--- src/rtl/multiword_add_seq_pkg.sv ---
// Shared definitions for the byte-serial multi-word adder: slice width and
// controller state encoding.
package multiword_add_seq_pkg;

    localparam int BYTE_W = 8;

    typedef enum logic [1:0] {
        ST_IDLE = 2'd0,
        ST_RUN  = 2'd1,
        ST_DONE = 2'd2
    } state_t;

endpackage

--- src/rtl/multiword_add_seq_cla8_unit.sv ---
// Combinational 8-bit carry-lookahead adder slice. Each carry is built directly
// from generate/propagate terms and cin rather than rippled from its neighbour.
module cla8_unit
    import multiword_add_seq_pkg::*;
(
    input  logic [BYTE_W-1:0] a,
    input  logic [BYTE_W-1:0] b,
    input  logic              cin,
    output logic [BYTE_W-1:0] s,
    output logic              cout
);

    logic [BYTE_W-1:0] g_s;
    logic [BYTE_W-1:0] p_s;
    logic [BYTE_W:0]   c_s;
    logic              term_s;

    assign g_s = a & b;
    assign p_s = a ^ b;

    // Lookahead carries: c[i] = OR over j<i of (g[j] & p[j+1..i-1]) | (cin & p[0..i-1])
    always_comb begin
        c_s    = '0;
        term_s = 1'b0;
        c_s[0] = cin;
        for (int i = 1; i <= BYTE_W; i++) begin
            for (int j = 0; j < i; j++) begin
                term_s = g_s[j];
                for (int k = j + 1; k < i; k++) begin
                    term_s = term_s & p_s[k];
                end
                c_s[i] = c_s[i] | term_s;
            end
            term_s = cin;
            for (int k = 0; k < i; k++) begin
                term_s = term_s & p_s[k];
            end
            c_s[i] = c_s[i] | term_s;
        end
    end

    assign s    = p_s ^ c_s[BYTE_W-1:0];
    assign cout = c_s[BYTE_W];

endmodule

--- src/rtl/multiword_add_seq.sv ---
// Byte-serial add/subtract of two WORDS-byte operands through one shared CLA
// slice, LSB byte first, with a registered carry chained between bytes.
module multiword_add_seq
    import multiword_add_seq_pkg::*;
#(
    parameter int WORDS = 4
) (
    input  logic                      clk,
    input  logic                      rst,
    input  logic                      in_valid,
    output logic                      in_ready,
    input  logic [BYTE_W*WORDS-1:0]   a,
    input  logic [BYTE_W*WORDS-1:0]   b,
    input  logic                      sub,
    input  logic                      cin,
    output logic                      out_valid,
    input  logic                      out_ready,
    output logic [BYTE_W*WORDS-1:0]   result,
    output logic                      cout,
    output logic                      ovf,
    output logic                      zero
);

    localparam int W     = BYTE_W * WORDS;
    localparam int IDX_W = (WORDS > 1) ? $clog2(WORDS) : 1;
    localparam logic [IDX_W-1:0] LAST_IDX = IDX_W'(WORDS - 1);

    state_t            state_r;
    state_t            state_next_s;
    logic [IDX_W-1:0]  idx_r;
    logic [W-1:0]      a_r;
    logic [W-1:0]      b_r;
    logic [W-1:0]      result_r;
    logic [W-1:0]      result_next_s;
    logic              carry_r;
    logic              cout_r;
    logic              ovf_r;
    logic              zero_r;
    logic              out_valid_r;
    logic              in_ready_r;
    logic              accept_s;
    logic              step_s;
    logic              release_s;
    logic              last_s;
    logic [BYTE_W-1:0] sum_s;
    logic              c_s;

    cla8_unit u_cla8 (
        .a    (a_r[BYTE_W-1:0]),
        .b    (b_r[BYTE_W-1:0]),
        .cin  (carry_r),
        .s    (sum_s),
        .cout (c_s)
    );

    assign last_s = (idx_r == LAST_IDX);

    // Each new byte enters at the top so byte 0 lands at the bottom after WORDS steps.
    generate
        if (WORDS == 1) begin : g_res_one
            assign result_next_s = sum_s;
        end else begin : g_res_many
            assign result_next_s = {sum_s, result_r[W-1:BYTE_W]};
        end
    endgenerate

    // Controller state register
    always_ff @(posedge clk or posedge rst) begin
        if (rst) begin
            state_r <= ST_IDLE;
        end else begin
            state_r <= state_next_s;
        end
    end

    // Controller next-state logic
    always_comb begin
        state_next_s = state_r;
        case (state_r)
            ST_IDLE: begin
                if (in_valid) state_next_s = ST_RUN;
                else          state_next_s = ST_IDLE;
            end
            ST_RUN: begin
                if (last_s) state_next_s = ST_DONE;
                else        state_next_s = ST_RUN;
            end
            ST_DONE: begin
                if (out_ready) state_next_s = ST_IDLE;
                else           state_next_s = ST_DONE;
            end
            default: state_next_s = ST_IDLE;
        endcase
    end

    // Controller datapath strobes
    always_comb begin
        accept_s  = 1'b0;
        step_s    = 1'b0;
        release_s = 1'b0;
        case (state_r)
            ST_IDLE: accept_s  = in_valid;
            ST_RUN:  step_s    = 1'b1;
            ST_DONE: release_s = out_ready;
            default: begin
                accept_s  = 1'b0;
                step_s    = 1'b0;
                release_s = 1'b0;
            end
        endcase
    end

    // Operand shift registers, carry chain, result capture and handshake flags
    always_ff @(posedge clk or posedge rst) begin
        if (rst) begin
            idx_r       <= '0;
            a_r         <= '0;
            b_r         <= '0;
            result_r    <= '0;
            carry_r     <= 1'b0;
            cout_r      <= 1'b0;
            ovf_r       <= 1'b0;
            zero_r      <= 1'b0;
            out_valid_r <= 1'b0;
            in_ready_r  <= 1'b1;
        end else if (accept_s) begin
            a_r        <= a;
            b_r        <= sub ? ~b : b;
            carry_r    <= sub ? 1'b1 : cin;
            idx_r      <= '0;
            in_ready_r <= 1'b0;
        end else if (step_s) begin
            a_r      <= a_r >> BYTE_W;
            b_r      <= b_r >> BYTE_W;
            carry_r  <= c_s;
            result_r <= result_next_s;
            if (last_s) begin
                cout_r      <= c_s;
                ovf_r       <= (a_r[BYTE_W-1] ^ b_r[BYTE_W-1] ^ sum_s[BYTE_W-1]) ^ c_s;
                zero_r      <= ~|result_next_s;
                out_valid_r <= 1'b1;
            end else begin
                idx_r <= idx_r + IDX_W'(1);
            end
        end else if (release_s) begin
            out_valid_r <= 1'b0;
            in_ready_r  <= 1'b1;
        end
    end

    assign in_ready  = in_ready_r;
    assign out_valid = out_valid_r;
    assign result    = result_r;
    assign cout      = cout_r;
    assign ovf       = ovf_r;
    assign zero      = zero_r;

endmodule

--- config.mk ---
export PLATFORM = sky130hd
export DESIGN_NAME = multiword_add_seq
export DESIGN_NICKNAME = d
export VERILOG_FILES = /design/src/rtl/multiword_add_seq_pkg.sv /design/src/rtl/multiword_add_seq_cla8_unit.sv /design/src/rtl/multiword_add_seq.sv
export SDC_FILE = /design/constraint.sdc
export NUM_CORES = 1
export LEC_CHECK = 0
export BUFFER_PORTS_ARGS = -buffer_cell sky130_fd_sc_hd__buf_4
export CAP_MARGIN = 20
export CORE_ASPECT_RATIO = 1.2
export CORE_UTILIZATION = 40
export DETAILED_ROUTE_END_ITERATION = 10
export GPL_ROUTABILITY_DRIVEN = 1
export PLACE_DENSITY = 0.62
export SYNTH_ARGS = -nofsm -noshare
export SYNTH_HDL_FRONTEND = slang
export SYNTH_SLANG_ARGS = --single-unit
--- constraint.sdc ---
create_clock -name clk -period 5.63 [get_ports clk]
set_clock_uncertainty 0.15 [all_clocks]
set_input_delay 0 -clock clk [delete_from_list [all_inputs] [get_ports clk]]
set_output_delay 0 -clock clk [all_outputs]
set_load 0.1 [all_outputs]
==> results.sh, run 1 <==
export IMPL_synth_cells=506
export IMPL_synth_edf_count=0
export IMPL_powerDensity_nw_per_um2=641.6
export IMPL_maxCapViolCount=0
export IMPL_gr_total_overflow=0
export IMPL_port_buffers=106
export IMPL_power_frac_seq=0.314
export IMPL_antenna_found_initial=0
export IMPL_switchingPower_w=0.002176
export IMPL_dr_pass1_iters=4
export IMPL_placed_cells=740
export IMPL_worstPathArrival_ns=3.06
export IMPL_critPathBufInv=1
export IMPL_synthFlopType="dfrtp_1"
export IMPL_fin_cells=826
export IMPL_pwr_share_clk=0.147
export IMPL_cp_max_fo=55
export IMPL_ir_drop_v=0.0005610
export IMPL_final_cell_area_um2=6813
export IMPL_path_delay_family="compound AO/OA/AOI/OAI gates"
export IMPL_synth_mux_area_frac=0.004384
export IMPL_synth_seq_cells=106
export IMPL_cts_sinks=106
export IMPL_yosysSeqAreaShare=0.5469
export IMPL_cts_root_buf="clkbuf_16"
export IMPL_synth_area_leaders="dfrtp_1 54%, nand2_1 12%, xnor2_1 6.1%, a221o_1 5.0%, a22oi_1 3.7%"
export IMPL_worstPathCellList="nor2b_4, buf_4, nand4_1, a2111o_1, a2111oi_1, a32o_2"
export IMPL_drive_gt1_frac=0.2003
export IMPL_cts_tree="done"
export IMPL_cts_made_buffers=9
export IMPL_grt_pass1_wl_um=20030
export IMPL_drtIter0Drc=160
export IMPL_critPathSlowestCell="buf_4"
export IMPL_syn_area_um2=4852
export IMPL_clock_latency_ns=0.34
export IMPL_combPwrFrac=0.539
export IMPL_htreeDepth=3
export IMPL_dp_hpwl_um=7738
export IMPL_synth_simple_area_share=0.1864
export IMPL_finalHoldViolations=0
export IMPL_place_area_um2=5769
export IMPL_place_congestion=0.7802
export IMPL_period_needed_ns=2.937
export IMPL_row_count=43
export IMPL_drt_wl_total_um=12200
export IMPL_cts_reportedPaths_clkPinSlew_ns=0.07
export IMPL_hp_class="input pin to asynchronous set/reset pin"
export IMPL_nets=745
export IMPL_die_h_um=122.7
export IMPL_switching_share=0.4978
export IMPL_core_area_um2=11670
export IMPL_yosysTopAreaCellShare=0.5415
export IMPL_finalSetupTns_ns=0
export IMPL_start_util=0.4156
export IMPL_num_vias=4130
export IMPL_drv_slew=0
export IMPL_wire_per_inst_um=14.77
export IMPL_routed_via_density=5.000
export IMPL_fmax_ghz=0.3405
export IMPL_cts_repair_resized=0
export IMPL_internal_power_w=0.002195
export IMPL_setup_viol=0
export IMPL_syn_nets=587
export IMPL_yosysUniqueCellTypes=38
export IMPL_boundaryPins=107
export IMPL_grt_pass1_vias=4107
export IMPL_synth_top_family_by_area="simple AND/OR/NAND/NOR gates"
export IMPL_max_stage_delay_ns=0.60
export IMPL_yosys_area_share_adder=0.02991
export IMPL_synth_compound_area_share=0.1364
export IMPL_start_kind="register"
export IMPL_p_leak_nw=3.330
export IMPL_n_fill_cell=1015
export IMPL_die_w_um=102.5
export IMPL_cts_buffer_depth=2
export IMPL_yosysTopAreaCell="dfrtp_1"
export IMPL_critical_path_class="register to register"
export IMPL_synth_xor_area_frac=0.06498
export IMPL_avgSynthCellArea_um2=9.589
export IMPL_worstMarginPinSlew_ns=1.088
export IMPL_dieArea_um2=12580
export IMPL_multiInputGateArea_um2=2068
export IMPL_seq_area_um2=2654
export IMPL_grt_usage=0.2066
export IMPL_drc=0
export IMPL_async_reset_ff_frac=1.000
export IMPL_relSlewSlack=0.2747
export IMPL_finalCritPeriodShare=0.5217
export IMPL_syn_to_final_growth_pct=40.41
export IMPL_rsz0062_at_grt="no"
export IMPL_synth_warnings=0
export IMPL_ant_nets=0
export IMPL_crit_path_end_kind="register"
export IMPL_grt_max_degree=83
export IMPL_antenna_cells=0
export IMPL_status="finished, final reports clean"
export IMPL_cp_required_ns=5.76
[final timing paths]
path                                       from                  end  slack, ns  cells after the start
min reg2reg                 a_r[12]$_DFFE_PP0P_  a_r[12]$_DFFE_PP0P_       0.33                      2
max reg2reg                state_r[0]$_DFF_PP0_     zero$_DFFE_PP0P_       2.69                      6
max in group asynchronous                   rst      ovf$_DFFE_PP0P_       4.42                      5
min in group clk                            sub  b_r[29]$_DFFE_PP0P_       0.09                      3
min                                         rst  a_r[11]$_DFFE_PP0P_       0.03                      3
max                        state_r[0]$_DFF_PP0_     zero$_DFFE_PP0P_       2.69                      6
[placed cells by master, fill, tap and decap left out, drive strengths merged, types with 2 or more instances in the layout]
cell type	n
clkbuf	13
o21ai	20
nand4	2
xnor2	34
dfrtp	105
clkinv	2
nand2	157
a221o	24
o211ai	3
or3	2
buf	111
inv	8
nand2b	2
dlygate4sd3	68
ha	10
a22oi	24
xor2	2
a21oi	5
nor4	4
nand3	20
o21a	2
nor2	32
[what timing repair did]
action	CTS	global route
hold buffers	68	0
hold endpoints to repair	92	0
buffers inserted	0	0
[cells by family (layout without fill, tap and decap cells)]
kind of cell               Yosys count  in the layout
muxes                                2              2
buffers and inverters               40            203
DFF                                106            106
xor gates and xnor gates            36             36
and+or+nand+nor                    224            224
adders and majority gates           11             11
AOI/OAI and AO/OA                   87             87
[metrics by stage]
| stage | total power (W) | hold WS (ns) | util | worst slack, ns |
|---|---|---|---|---|
| 4_1_cts | 0.004368 | 0.04200 | 0.5788 | 2.676 |
| 3_3_place_gp | 0.003626 | -0.1623 | 0.4942 | 2.716 |
| 5_1_grt | 0.004662 | 0.06166 | 0.5835 | 2.415 |
| 3_5_place_dp | 0.003683 | -0.1562 | 0.4942 | 2.697 |
| 2_1_floorplan | 0.003135 | -0.04456 | - | 2.693 |
| 6_report | 0.004371 | 0.03499 | 0.5835 | 2.693 |
[synth_stat cells, types with 2 or more instances]
master    count
nand2_1     157
dfrtp_1     105
xnor2_1      34
nor2_1       32
a221o_1      24
a22oi_1      24
clkbuf_1     22
nand3_1      20
o21ai_0      20
buf_1        10
ha_1         10
inv_1         8
a21oi_1       5
nor4_1        4
o211ai_1      3
nand2b_1      2
nand4_1       2
o21a_1        2
or3_1         2
xor2_1        2
[final cells by class]
type / count / area share
Inverter: 8 / 0.004775
Tap cell: 157 / 0.02883
Clock inverter: 3 / 0.006979
Timing Repair Buffer: 179 / 0.2281
Sequential cell: 106 / 0.3895
Multi-Input combinational cell: 360 / 0.3036
Clock buffer: 13 / 0.03820
[routing by layer]
layer,vias to the layer above,routed length [um],global-route usage
li1,2035,-,-
met1,1986,5326,0.2689
met2,99,6362,0.3550
met3,10,389,0.03189
met4,0,123,0.05536
met5,-,0,0
[registers in the layout, indices dropped and copies added (netlist names)]
signal and flops:
a_r 32, b_r 32, carry_r 1, cout 1
idx_r 2, in_ready 1, out_valid 1, ovf 1
result 32, state_r 2, zero 1
[worst register-to-register path: stages, from the launching register on]
cell	delay, ns
dfrtp_1	0.43
nor2b_4	0.53
buf_4	0.60
nand4_1	0.16
a2111o_1	0.41
a2111oi_1	0.37
a32o_2	0.22
[power groups by stage]
stage / Clock [W] / Sequential [W] / Combinational, W
after floorplan: 0 / 0.00208 / 0.00106
after global placement: 0 / 0.00137 / 0.00226
after detailed placement: 0 / 0.00139 / 0.00229
after CTS: 0.000654 / 0.00138 / 0.00234
after global routing: 0.000682 / 0.00142 / 0.00256
final: 0.000642 / 0.00137 / 0.00236
Power figures use the tool's default switching activity.
==> run 2: changes to the inputs <==
==> constraint.sdc (replaced) <==
create_clock -name clk -period 3 [get_ports clk]
set_clock_uncertainty 0.15 [all_clocks]
set_input_delay 0 -clock clk [delete_from_list [all_inputs] [get_ports clk]]
set_output_delay 0 -clock clk [all_outputs]
set_load 0.1 [all_outputs]
==> run 2 against run 1 <==
  * Core utilization fell by 0.47 points
  * Flip-flop and latch count did not move
  * Die area did not move
  * Clock power is 71% higher
  * Cell count rose by 0.12%
  * Via count is 0.99% higher
  * Maximum frequency is 9.3% higher
  * Largest power group unchanged
  * Highest routed layer unchanged
==> results.sh, run 2 (synthesized netlist as in run 1, its figures left out) <==
export IMPL_status="finished, final reports clean"
export IMPL_worstPathCellList="ha_1, ha_1, o21a_1, or3_1, a2111o_1, a2111oi_1, a32o_2"
export IMPL_routed_via_density=5.044
export IMPL_nets=746
export IMPL_n_fill_cell=1029
export IMPL_cts_made_buffers=9
export IMPL_finalCritPeriodShare=0.8958
export IMPL_cts_reportedPaths_clkPinSlew_ns=0.07
export IMPL_p_leak_nw=3.307
export IMPL_period_needed_ns=2.687
export IMPL_cts_root_buf="clkbuf_16"
export IMPL_hp_class="input pin to register"
export IMPL_htreeDepth=3
export IMPL_final_cell_mix="157 x nand2_1, 111 x buf_4, 105 x dfrtp_1"
export IMPL_wire_per_inst_um=14.65
export IMPL_start_util=0.4156
export IMPL_setup_viol=0
export IMPL_crit_path_end_kind="register"
export IMPL_grt_pass1_vias=4092
export IMPL_worstMarginPinSlew_ns=0.8382
export IMPL_powerDensity_nw_per_um2=1193
export IMPL_drive_gt1_frac=0.2015
export IMPL_cts_tree="done"
export IMPL_whs_ns=0.08759
export IMPL_grt_usage=0.2052
export IMPL_start_kind="register"
export IMPL_dp_hpwl_um=7811
export IMPL_boundaryPins=107
export IMPL_ant_nets=0
export IMPL_cts_buffer_depth=2
export IMPL_r2r_slack_ns=0.31
export IMPL_path_delay_family="compound AO/OA/AOI/OAI gates"
export IMPL_multiInputGateArea_um2=2068
export IMPL_critPathSlowestCell="dfrtp_1"
export IMPL_startpoint="b_r[0]$_DFFE_PP0P_"
export IMPL_fmax_ghz=0.3721
export IMPL_drtIter0Drc=205
export IMPL_cp_num_cells=7
export IMPL_critical_path_class="register to register"
export IMPL_pre_cts_slack_ns=0.3240
export IMPL_setup_ws_ns=0.3127
export IMPL_final_common_cell="nand2_1"
export IMPL_path_common_cell="ha_1"
export IMPL_die_w_um=102.5
export IMPL_finalHoldViolations=0
export IMPL_cts_repair_resized=0
export IMPL_die_h_um=122.7
export IMPL_port_buffers=106
export IMPL_antenna_cells=0
export IMPL_maxCapViolCount=0
export IMPL_grt_pass1_wl_um=19830
export IMPL_finalSetupTns_ns=0
export IMPL_syn_to_final_growth_pct=39.27
export IMPL_r2r_start="b_r[0]$_DFFE_PP0P_"
export IMPL_rr_endpoint="zero$_DFFE_PP0P_"
export IMPL_relSlewSlack=0.4412
export IMPL_worstPathArrival_ns=2.82
export IMPL_cp_required_ns=3.13
export IMPL_seq_area_um2=2654
export IMPL_cp_max_fo=4
export IMPL_drv_slew=0
export IMPL_crit_end="zero$_DFFE_PP0P_"
export IMPL_critPathBufInv=0
export IMPL_dieArea_um2=12580
export IMPL_cts_sinks=106
export IMPL_place_congestion=0.7487
export IMPL_core_area_um2=11670
export IMPL_ir_drop_v=0.0008630
export IMPL_max_stage_delay_ns=0.42
export IMPL_worst_r2r_path_depth=7
export IMPL_drc=0
export IMPL_rsz0062_at_grt="no"
export IMPL_gr_total_overflow=0
export IMPL_num_vias=4171
export IMPL_drt_wl_total_um=12120
export IMPL_dr_pass1_iters=5
export IMPL_row_count=43
export IMPL_clock_latency_ns=0.34
export IMPL_antenna_found_initial=0
export IMPL_grt_max_degree=62
==> run 2: changes by cell type in the layout (fill, tap and decap cells not counted), sizes merged <==
cell	previous run	this run
clkinvlp	0	1
clkbuf	13	12
inv	8	9
bufinv	1	0
buf	111	112
==> run 2: final cells by class <==
cell class                 instances  area share
clock inverter                     4    0.003888
tap                              157     0.02907
timing repair buffer             180      0.2270
multi-input combinational        360      0.3061
sequential                       106      0.3927
inverter                           8    0.004814
clock buffer                      12     0.03647
==> run 2: worst reg2reg max path: cells and delay by family (launching register included) <==
kind	cells	cell delay, ns
fa+ha+maj	2	0.50
simple gates	1	0.33
flops	1	0.42
compound gates	4	1.23
==> run 2: worst min-delay path by stage <==
stage                     startpoint                    end  slack [ns]  cells after the start
after floorplan                a[24]    a_r[24]$_DFFE_PP0P_       -0.04                      2
after global placement           rst  out_valid$_DFFE_PP0P_       -0.04                      2
final                            sub    b_r[29]$_DFFE_PP0P_        0.09                      3
after global routing             sub    b_r[30]$_DFFE_PP0P_        0.11                      3
after CTS                        sub    b_r[26]$_DFFE_PP0P_        0.08                      3
after detailed placement         rst   idx_r[0]$_DFFE_PP0P_       -0.03                      2
==> run 2: stage by stage <==
| stage | util | area (um2) | std cells | total power, W |
|---|---|---|---|---|
| 6_report | 0.5788 | 6758 | 827 | 0.008060 |
| 4_1_cts | 0.5788 | 6758 | 827 | 0.008129 |
| 2_1_floorplan | - | 4852 | 506 | 0.005883 |
| 5_1_grt | 0.5788 | 6758 | 827 | 0.008629 |
| 3_3_place_gp | 0.4972 | 5804 | 743 | 0.006842 |
| 3_5_place_dp | 0.4972 | 5804 | 743 | 0.006949 |
==> run 2: power by group <==
group | leakage (nW) | internal [W] | switching (W)
logic | 1.83 | 0.00132 | 0.00308
clock network | 0.133 | 0.000587 | 0.000512
registers | 1.34 | 0.00208 | 0.000486
==> run 2: timing repair <==
action	in CTS	in global routing
buffers inserted	0	0
endpoints found under the hold margin	113	0
hold buffers	68	0
==> run 2: metal layers <==
| metal | vias up | GRT usage | wire length (um) |
|---|---|---|---|
| met5 | - | 0 | 0 |
| met4 | 0 | 0.07857 | 268 |
| met3 | 20 | 0.02506 | 505 |
| met2 | 128 | 0.3496 | 6075 |
| met1 | 1985 | 0.2646 | 5268 |
| li1 | 2038 | - | - |
==> run 3: changes to the inputs <==
--- a/config.mk
+++ b/config.mk
@@ -11,7 +11,8 @@
 export CORE_UTILIZATION = 40
 export DETAILED_ROUTE_END_ITERATION = 10
 export GPL_ROUTABILITY_DRIVEN = 1
-export PLACE_DENSITY = 0.62
+export HOLD_SLACK_MARGIN = 0.03
+export PLACE_DENSITY = 0.64
 export SYNTH_ARGS = -nofsm -noshare
 export SYNTH_HDL_FRONTEND = slang
 export SYNTH_SLANG_ARGS = --single-unit
==> run 3 against run 2 <==
  * Sequential power about the same
  * Design area increased by 1.2%
  * Power increased by 3.6%
  * Largest power group unchanged
  * Die area unchanged
  * Worst hold slack got worse by 0.0094 ns
  * Critical path depth unchanged
  * Register-to-register slack about the same
  * Flip-flop and latch count unchanged
  * Cell count increased by 0.12%
  * Non-clock buffer count increased by 1
  * Combinational power increased by 2%
  * Clock-buffer cell count decreased by 2
==> results.sh, run 3 (synthesized netlist as in run 1, its figures left out) <==
export IMPL_finalCritPeriodShare=0.8955
export IMPL_cts_sinks=106
export IMPL_cts_repair_resized=0
export IMPL_finalSetupTns_ns=0
export IMPL_routed_via_density=5.064
export IMPL_die_w_um=102.5
export IMPL_rsz0062_at_grt="no"
export IMPL_drt_wl_total_um=12300
export IMPL_num_vias=4193
export IMPL_clock_latency_ns=0.34
export IMPL_port_buffers=106
export IMPL_startpoint="b_r[0]$_DFFE_PP0P_"
export IMPL_drv_slew=0
export IMPL_cts_reportedPaths_clkPinSlew_ns=0.07
export IMPL_worstMarginPinSlew_ns=0.8436
export IMPL_dr_pass1_iters=4
export IMPL_period_needed_ns=2.687
export IMPL_start_kind="register"
export IMPL_r2r_start="b_r[0]$_DFFE_PP0P_"
export IMPL_place_congestion=0.7818
export IMPL_grt_usage=0.2158
export IMPL_powerDensity_nw_per_um2=1221
export IMPL_p_leak_nw=3.349
export IMPL_die_h_um=122.7
export IMPL_cts_buffer_depth=2
export IMPL_critical_path_class="register to register"
export IMPL_row_count=43
export IMPL_status="finished, final reports clean"
export IMPL_ir_drop_v=0.0007318
export IMPL_start_util=0.4156
export IMPL_drtIter0Drc=248
export IMPL_htreeDepth=3
export IMPL_final_cell_mix="157 x nand2_1, 111 x buf_4, 105 x dfrtp_1"
export IMPL_cts_made_buffers=9
export IMPL_antenna_cells=0
export IMPL_cts_tree="done"
export IMPL_setup_ws_ns=0.3134
export IMPL_wire_per_inst_um=14.86
export IMPL_cp_max_fo=4
export IMPL_pre_cts_slack_ns=0.3543
export IMPL_worstPathArrival_ns=2.82
export IMPL_setup_viol=0
export IMPL_cts_root_buf="clkbuf_16"
export IMPL_cp_required_ns=3.13
export IMPL_maxCapViolCount=0
export IMPL_worstPathCellList="ha_1, ha_1, o21a_1, or3_1, a2111o_1, a2111oi_1, a32o_2"
export IMPL_drive_gt1_frac=0.2042
export IMPL_relSlewSlack=0.4376
export IMPL_post_route_util=0.5858
export IMPL_grt_max_degree=64
export IMPL_grt_pass1_wl_um=20880
export IMPL_fmax_ghz=0.3722
export IMPL_gr_total_overflow=0
export IMPL_final_common_cell="nand2_1"
export IMPL_dp_hpwl_um=7840
export IMPL_boundaryPins=107
export IMPL_path_common_cell="ha_1"
export IMPL_hp_class="input pin to register"
export IMPL_hold_start="sub"
export IMPL_max_stage_delay_ns=0.42
export IMPL_dieArea_um2=12580
export IMPL_nets=747
export IMPL_ant_nets=0
export IMPL_crit_path_end_kind="register"
export IMPL_drc=0
export IMPL_antenna_found_initial=0
export IMPL_syn_to_final_growth_pct=40.95
export IMPL_critPathSlowestCell="dfrtp_1"
export IMPL_grt_pass1_vias=4295
export IMPL_core_area_um2=11670
export IMPL_finalHoldViolations=0
-- run 3: path summary, 6_finish.rpt --
path / slack [ns] / to / depth (start not counted)
worst max-delay path: 0.31 / zero$_DFFE_PP0P_ / 7
worst min-delay path: 0.08 / b_r[30]$_DFFE_PP0P_ / 3
worst max register to register: 0.31 / zero$_DFFE_PP0P_ / 7
worst min register to register: 0.33 / result[7]$_DFFE_PP0P_ / 2
max in group asynchronous: 1.72 / in_ready$_DFFE_PP1P_ / 4
min in group asynchronous: 0.22 / result[10]$_DFFE_PP0P_ / 3
-- run 3: layout make-up --
cell class	instances	area, um2
well taps	157	196.4
clock inverters	6	105.1
repair buffers	181	1554
inverters	8	32.53
multi-input cells	360	2068
clock buffers	10	229.0
flip-flops and latches	106	2654
fillers	999	4836
-- run 3: report_power, final --
part | internal (W) | total (W) | switching, W
Combinational | 0.00136 | 0.00447 | 0.00311
Sequential | 0.00208 | 0.00256 | 0.000476
Clock | 0.000812 | 0.00133 | 0.000513
Total | 0.00425 | 0.00835 | 0.00410
-- run 3: per-layer routing --
layer  vias up  part of all wire  track usage
met5         -                 0            0
met4         0             0.022      0.08839
met3        23             0.039      0.02847
met2       103              0.50       0.3663
met1      2019              0.44       0.2755
li1       2048                 -            -
-- run 3: critical path, delay by kind of cell, from the launching register on --
family                   cells  cell delay (ns)
adder cells (fa/ha/maj)      2             0.49
flip-flops                   1             0.42
AND/OR/NAND/NOR              1             0.33
AO/OA/AOI/OAI                4             1.24
-- run 3: through the flow --
| stage | instances | instance area [um2] | hold slack (ns) | total power [W] |
|---|---|---|---|---|
| floorplan | 506 | 4852 | -0.04456 | 0.005883 |
| global placement | 744 | 5824 | 0.04090 | 0.006876 |
| global route | 828 | 6839 | 0.1118 | 0.008941 |
| finish | 828 | 6839 | 0.07817 | 0.008348 |
| CTS | 828 | 6839 | 0.07620 | 0.008391 |
| detailed placement | 744 | 5824 | 0.04250 | 0.006984 |
-- run 3: repair_timing --
action / in CTS / in global routing
hold endpoints to repair: 130 / 0
hold buffers: 68 / 0
buffers inserted: 0 / 0
